===== src/rtl/tpu_fp_pkg.sv =====
// Shared FP32 types and constants for the TPU activation path.
// Also holds the compact FP32 add/multiply used by the series stepper.
package tpu_fp_pkg;

  typedef logic [31:0] fp32_t;

  localparam fp32_t      FP32_ONE     = 32'h3F800000;
  localparam fp32_t      FP32_ZERO    = 32'h0;
  localparam fp32_t      FP32_QNAN    = 32'h7FC00000;
  localparam logic [7:0] FP32_EXP_MAX = 8'hFF;

  typedef enum logic {
    SER_FACT,
    SER_POW
  } ser_mode_e;

  // Round-to-nearest-even; subnormals flush to zero.
  function automatic fp32_t fp_add(input fp32_t a, input fp32_t b);
    fp32_t             hi, lo;
    logic [27:0]       mh, ml, s;
    logic [7:0]        sh;
    logic signed [9:0] e;
    logic [24:0]       mr;
    logic              rnd;
    if (a[30:0] >= b[30:0]) begin
      hi = a;
      lo = b;
    end else begin
      hi = b;
      lo = a;
    end
    if (hi[30:23] == FP32_EXP_MAX || lo[30:23] == 8'h00)
      return hi;
    sh = hi[30:23] - lo[30:23];
    mh = {2'b01, hi[22:0], 3'b000};
    ml = {2'b01, lo[22:0], 3'b000};
    if (sh > 8'd26)
      ml = 28'd1;
    else
      ml = (ml >> sh)
         | {27'd0, |(ml & ((28'd1 << sh) - 28'd1))};
    s = (hi[31] == lo[31]) ? mh + ml : mh - ml;
    if (s == 28'd0)
      return FP32_ZERO;
    e = $signed({2'b00, hi[30:23]});
    if (s[27]) begin
      s = {1'b0, s[27:2], s[1] | s[0]};
      e = e + 10'sd1;
    end
    for (int i = 0; i < 26; i++) begin
      if (!s[26]) begin
        s = s << 1;
        e = e - 10'sd1;
      end
    end
    rnd = s[2] & (s[1] | s[0] | s[3]);
    mr  = {1'b0, s[26:3]} + {24'd0, rnd};
    if (mr[24]) begin
      mr = mr >> 1;
      e  = e + 10'sd1;
    end
    if (e >= 10'sd255)
      return {hi[31], FP32_EXP_MAX, 23'd0};
    if (e <= 10'sd0)
      return {hi[31], 31'd0};
    return {hi[31], e[7:0], mr[22:0]};
  endfunction

  function automatic fp32_t fp_mul(input fp32_t a, input fp32_t b);
    logic              sgn, g, st, rnd;
    logic              a_zero, b_zero, a_spec, b_spec;
    logic [47:0]       p;
    logic [23:0]       m;
    logic signed [9:0] e;
    logic [24:0]       mr;
    sgn    = a[31] ^ b[31];
    a_zero = a[30:23] == 8'h00;
    b_zero = b[30:23] == 8'h00;
    a_spec = a[30:23] == FP32_EXP_MAX;
    b_spec = b[30:23] == FP32_EXP_MAX;
    if ((a_spec && a[22:0] != 23'd0) ||
        (b_spec && b[22:0] != 23'd0) ||
        (a_spec && b_zero) || (b_spec && a_zero))
      return FP32_QNAN;
    if (a_spec || b_spec)
      return {sgn, FP32_EXP_MAX, 23'd0};
    if (a_zero || b_zero)
      return {sgn, 31'd0};
    p = {24'd0, 1'b1, a[22:0]} * {24'd0, 1'b1, b[22:0]};
    e = $signed({2'b00, a[30:23]})
      + $signed({2'b00, b[30:23]}) - 10'sd127;
    if (p[47]) begin
      m  = p[47:24];
      g  = p[23];
      st = |p[22:0];
      e  = e + 10'sd1;
    end else begin
      m  = p[46:23];
      g  = p[22];
      st = |p[21:0];
    end
    rnd = g & (st | m[0]);
    mr  = {1'b0, m} + {24'd0, rnd};
    if (mr[24]) begin
      mr = mr >> 1;
      e  = e + 10'sd1;
    end
    if (e >= 10'sd255)
      return {sgn, FP32_EXP_MAX, 23'd0};
    if (e <= 10'sd0)
      return {sgn, 31'd0};
    return {sgn, e[7:0], mr[22:0]};
  endfunction

endpackage


===== src/rtl/fp_series_step.sv =====
// One combinational series step: count+1 and acc*(x or count+1).
// Single adder and single multiplier shared by both modes.
module fp_series_step
  import tpu_fp_pkg::*;
(
  input  ser_mode_e mode,
  input  fp32_t     x,
  input  fp32_t     acc,
  input  fp32_t     count,
  output fp32_t     next_count,
  output fp32_t     next_acc
);

  fp32_t mul_b;

  assign next_count = fp_add(count, FP32_ONE);
  assign mul_b      = (mode == SER_POW) ? x : next_count;
  assign next_acc   = fp_mul(acc, mul_b);

endmodule


===== src/rtl/fp_series_gen.sv =====
// Streams FP32 factorial or power terms 0..n over a valid/ready port.
// Registers and FSM only; arithmetic lives in fp_series_step.
module fp_series_gen
  import tpu_fp_pkg::*;
#(
  parameter  int MAX_N = 30,
  localparam int IDX_W = $clog2(MAX_N + 1)
) (
  input  logic             clk,
  input  logic             rst,
  input  logic             start_i,
  input  logic [IDX_W-1:0] n_i,
  input  logic             mode_i,
  input  logic [31:0]      x_i,
  output logic             busy_o,
  output logic             term_valid_o,
  input  logic             term_ready_i,
  output logic [31:0]      term_o,
  output logic [IDX_W-1:0] term_idx_o,
  output logic             last_o,
  output logic             overflow_o,
  output logic             done_o
);

  typedef enum logic [1:0] {
    IDLE,
    EMIT,
    DONE
  } state_e;

  state_e           state;
  ser_mode_e        mode_q;
  fp32_t            x_q;
  fp32_t            acc;
  fp32_t            count;
  fp32_t            next_count;
  fp32_t            next_acc;
  logic [IDX_W-1:0] n_q;
  logic [IDX_W-1:0] n_eff;
  logic [IDX_W-1:0] idx_nxt;
  logic             hs;

  assign n_eff = (n_i > IDX_W'(MAX_N)) ? IDX_W'(MAX_N) : n_i;
  assign hs      = term_valid_o & term_ready_i;
  assign idx_nxt = term_idx_o + IDX_W'(1);
  assign term_o  = acc;

  fp_series_step u_step (
    .mode       (mode_q),
    .x          (x_q),
    .acc        (acc),
    .count      (count),
    .next_count (next_count),
    .next_acc   (next_acc)
  );

  always_ff @(posedge clk or posedge rst) begin
    if (rst) begin
      state        <= IDLE;
      mode_q       <= SER_FACT;
      x_q          <= '0;
      n_q          <= '0;
      acc          <= '0;
      count        <= '0;
      term_idx_o   <= '0;
      last_o       <= 1'b0;
      term_valid_o <= 1'b0;
      busy_o       <= 1'b0;
      overflow_o   <= 1'b0;
      done_o       <= 1'b0;
    end else begin
      done_o <= 1'b0;
      unique case (state)
        IDLE: begin
          if (start_i) begin
            mode_q       <= ser_mode_e'(mode_i);
            x_q          <= x_i;
            n_q          <= n_eff;
            acc          <= FP32_ONE;
            count        <= FP32_ZERO;
            term_idx_o   <= '0;
            last_o       <= (n_eff == '0);
            term_valid_o <= 1'b1;
            busy_o       <= 1'b1;
            overflow_o   <= 1'b0;
            state        <= EMIT;
          end
        end
        EMIT: begin
          if (hs && last_o) begin
            term_valid_o <= 1'b0;
            busy_o       <= 1'b0;
            last_o       <= 1'b0;
            done_o       <= 1'b1;
            state        <= DONE;
          end else if (hs) begin
            acc        <= next_acc;
            count      <= next_count;
            term_idx_o <= idx_nxt;
            last_o     <= (idx_nxt == n_q);
            // flag rises together with the inf/NaN term it describes
            if (next_acc[30:23] == FP32_EXP_MAX)
              overflow_o <= 1'b1;
          end
        end
        DONE: state <= IDLE;
        default: state <= IDLE;
      endcase
    end
  end

endmodule


===== config.mk =====
export PLATFORM = sky130hd
export DESIGN_NAME = fp_series_gen
export DESIGN_NICKNAME = d
export VERILOG_FILES = /design/src/rtl/tpu_fp_pkg.sv /design/src/rtl/fp_series_step.sv /design/src/rtl/fp_series_gen.sv
export SDC_FILE = /design/constraint.sdc
export NUM_CORES = 2
export LEC_CHECK = 0
export ABC_AREA = 1
export CORE_MARGIN = 2
export CORE_UTILIZATION = 50
export CTS_CLUSTER_SIZE = 10
export DETAILED_ROUTE_END_ITERATION = 10
export GPL_ROUTABILITY_DRIVEN = 0
export MAX_ROUTING_LAYER = met4
export PLACE_DENSITY = 0.8
export SLEW_MARGIN = 20
export SYNTH_ARGS = -nofsm -noshare
export SYNTH_HDL_FRONTEND = slang
export SYNTH_SLANG_ARGS = --single-unit
export TNS_END_PERCENT = 30

===== constraint.sdc =====
create_clock -name clk -period 29.8 [get_ports clk]
set_clock_uncertainty 0.05 [all_clocks]
set_input_delay 2.98 -clock clk [delete_from_list [all_inputs] [get_ports clk]]
set_output_delay 2.98 -clock clk [all_outputs]
set_load 0.005 [all_outputs]

==> implementation parameters <==
Parameter                              Value

STA
  Timing-limited maximum frequency    34.27 MHz
  Tmin final    29,180 ps
  Smallest hold slack    425.7 ps
  Period Utilization, post-route    97.93%
  Max-Slew Margin vs Limit    27.23%
  Slew @ Worst Pin    1092 ps
  Setup TNS    0 ps
  Max Transition Viols Final    0
  Final Hold Viols    0
  Count of final setup violators    0

Yosys
  Ys async rst share    100.0%
  Yosys warning count    0
  Top cells by area in the synthesized netlist    sky130_fd_sc_hd__fa_1 (23%), sky130_fd_sc_hd__nand2_1 (16%), sky130_fd_sc_hd__inv_1 (11%)
  Synth area leader    sky130_fd_sc_hd__fa_1
  Sequential fraction of the synthesis area    6.692%
  Share of the synthesized area in the top cell type    22.93%
  Post-synthesis sequential element count    113
  Post-synthesis instance area    42,260 sq um
  Mapped Avg Cell Area    6.286 sq um
  Number of nets in the synthesized netlist    7,506
  Dominant register cell in the synthesized netlist    sky130_fd_sc_hd__dfrtp_1
  Cells after Synth    6,722
  Number of enable flip-flop cells after synthesis    0
  Number of unique standard cell types used by synthesis    78

Clock tree
  Clock root buffer    sky130_fd_sc_hd__clkbuf_16
  CTS tree    done
  Number of clock buffers inserted by TritonCTS    17
  Clock transition time at the flip-flop clock pins of the worst setup and hold paths    60 ps
  Clk Latency, worst-skew pair    450 ps
  CTS sink cnt    113
  Max Buffers Root-to-Sink    2
  Post-CTS Hold Fix Bufs    0
  Maximum level of the CTS H-tree    4

Worst setup path
  Critical path arrival    29,510 ps
  Critical Path Sink Type    flop
  Crit path largest cell delay    530 ps
  Cell repeated most along the worst path    sky130_fd_sc_hd__nand2_1
  Worst EP required    30,130 ps
  Cell with the largest stage delay on the worst path    sky130_fd_sc_hd__fa_1
  Critical path class    flop to flop
  CP startpoint kind    flop
  Cell class contributing the biggest share of worst-path delay    simple AND/OR/NAND/NOR gates
  Worst Path Max Fanout    9
  Buffers & Inverters on Critical Path    32

Detailed routing
  Average via count per standard cell    5.763
  Total routed wirelength    153.6 mm
  Antenna Nets Post-Route    0
  Average detailed-routed wire length per instance    18.48 microns
  Number of violations reported at the end of detailed-routing iteration 0    6,684
  DRC    0
  Detailed-route via count    47,900
  Total iterations of the first detailed-routing run    7

Finish
  Fillcell total    7,209
  Layout overhead on the synthesized area    18.88%
  Final Util    60.03%
  Fraction of final layout cells sized beyond drive strength 1    17.12%
  Number of nets in the final layout    7,943

Placement
  Final HPWL DP    119.4 mm
  Number of buffers added on ports    83

Floorplan
  Floorplan die width    294.7 microns
  Die height    294.7 microns
  Total die area    86,850 sq um
  Standard-cell rows    106
  Floorplan core area    83,690 sq um
  Initial core utilization    50.49%
  # IOs    84

Power
  Power density over the cells    111.8 nW/um^2
  Leakage power    26.35 nW
  Maximum resistive drop on vdd    247.9 uV

Outcome
  Outcome    finished clean

GRT
  Wire length of the first global-routing pass    231.2 mm
  Via count of the first global-routing pass    44,370
  Overflow left after global routing    0
  Pin count of the biggest net entering global routing    72
  Total routing usage reported by global routing    34.47%
  Number of antenna violations at the first check in global routing    4

Worst hold path
  Worst hold path type    flop to flop

Flow run
  Max cap viols    0
cells in the final DEF, fill, tap and decap left out, drive strengths merged, types with 15 or more instances in the layout:
cell type and count:
a31oi 15, o221ai 15, or2 60, inv 1312
nand3b 25, dfrtp 113, o22ai 42, nor4 22
fa 484, nand3 592, clkbuf 24, o21a 15
nor2 722, xor2 101, clkdlybuf4s50 83, nand4 142
clkinv 29, xnor2 25, buf 541, o21ai 262
ha 258, nor3 72, o211ai 25, a21oi 170
nand2 1929
sequential cells by signal, summed over array words and instances (netlist names), 2 cells and up:
register	cells
count	32
term_o	32
x_q	32
n_q	5
term_idx_o	5
state	2
per-layer routing:
| metal | vias up | routed length, microns | global-route usage, % |
|---|---|---|---|
| met2 | 3158 | 66820 | 51.95 |
| met5 | - | 0 | - |
| met1 | 22210 | 56830 | 42.73 |
| met4 | 0 | 9961 | 17.07 |
| li1 | 21740 | - | - |
| met3 | 791 | 20000 | 9.079 |
logic make-up after synthesis:
kind of cell	after synthesis	share of synthesized area [%]
xor gates and xnor gates	126	2.683
and+or+nand+nor	3577	37.22
adders and majority gates	742	30.57
AOI/OAI and AO/OA	615	8.682
muxes	2	0.04738
DFF	113	6.692
buffers and inverters	1547	14.11
stage by stage:
stage	cell area (sq um)	power, mW	setup slack [ps]	instances
global placement	47140	4.635	-80.83	8189
finish	50230	5.618	617.0	8311
CTS	47910	5.053	0.4121	8224
detailed placement	47140	4.751	-878.6	8189
global route	50230	6.030	-946.0	8310
floorplan	42270	3.145	19.02	6722
what timing repair did:
action | CTS | global route
setup endpoints to repair | 32 | 32
pin swaps | 3 | 215
endpoints found under the hold margin | 0 | 0
setup buffers | 3 | 79
gates resized for setup | 37 | 417
gates cloned | 0 | 4
path summary, 6_finish.rpt:
check / startpoint / to / slack (ps) / depth (start not counted)
setup / recovery: count[23] / overflow_o / 620 / 198
hold / removal: x_q[12] / x_q[12] / 430 / 2
setup reg to reg: count[23] / overflow_o / 620 / 198
hold reg to reg: x_q[12] / x_q[12] / 430 / 2
max in group asynchronous: rst / count[23] / 25320 / 3
min in group asynchronous: rst / done_o / 2910 / 2
power breakdown:
| part | internal, mW | leakage, nW | total (mW) | switching (mW) |
|---|---|---|---|---|
| Sequential | 0.206 | 1.46 | 0.255 | 0.0488 |
| Combinational | 1.93 | 24.6 | 5.14 | 3.21 |
| Clock | 0.146 | 0.310 | 0.223 | 0.0773 |
| Total | 2.28 | 26.3 | 5.62 | 3.33 |
worst register-to-register path: cells and delay by family (launching register included):
kind	cells	cell delay, ps
fa+ha+maj	32	9420
buf+inv	32	2500
compound gates	37	5580
flops	1	440
xor+xnor	1	120
simple gates	96	10940
cells in the mapped netlist, types with 34 or more instances:
| library cell | instances |
|---|---|
| sky130_fd_sc_hd__nand2_1 | 1850 |
| sky130_fd_sc_hd__inv_1 | 1244 |
| sky130_fd_sc_hd__nor2_1 | 674 |
| sky130_fd_sc_hd__nand3_1 | 553 |
| sky130_fd_sc_hd__fa_1 | 484 |
| sky130_fd_sc_hd__ha_1 | 258 |
| sky130_fd_sc_hd__o21ai_0 | 205 |
| sky130_fd_sc_hd__a21oi_1 | 163 |
| sky130_fd_sc_hd__clkbuf_1 | 138 |
| sky130_fd_sc_hd__nand4_1 | 134 |
| sky130_fd_sc_hd__dfrtp_1 | 113 |
| sky130_fd_sc_hd__xor2_1 | 97 |
| sky130_fd_sc_hd__inv_2 | 71 |
| sky130_fd_sc_hd__nor3_1 | 71 |
| sky130_fd_sc_hd__nand2_2 | 69 |
| sky130_fd_sc_hd__or2_2 | 56 |
| sky130_fd_sc_hd__o21ai_1 | 45 |
| sky130_fd_sc_hd__buf_2 | 38 |
| sky130_fd_sc_hd__nand3_2 | 34 |
cell type report:
class                      instances  area [sq um]  share of cell area [%]
inverter                        1337          5046                   10.05
timing repair buffer             626          5169                   10.29
multi-input combinational       5064         35130                   69.93
sequential                       113          2830                   5.634
clock inverter                    10         156.4                  0.3113
tap                             1134          1419                   2.824
antenna                            5         12.51                 0.02491
clock buffer                      22         474.2                  0.9440
Power figures use the tool's default switching activity.
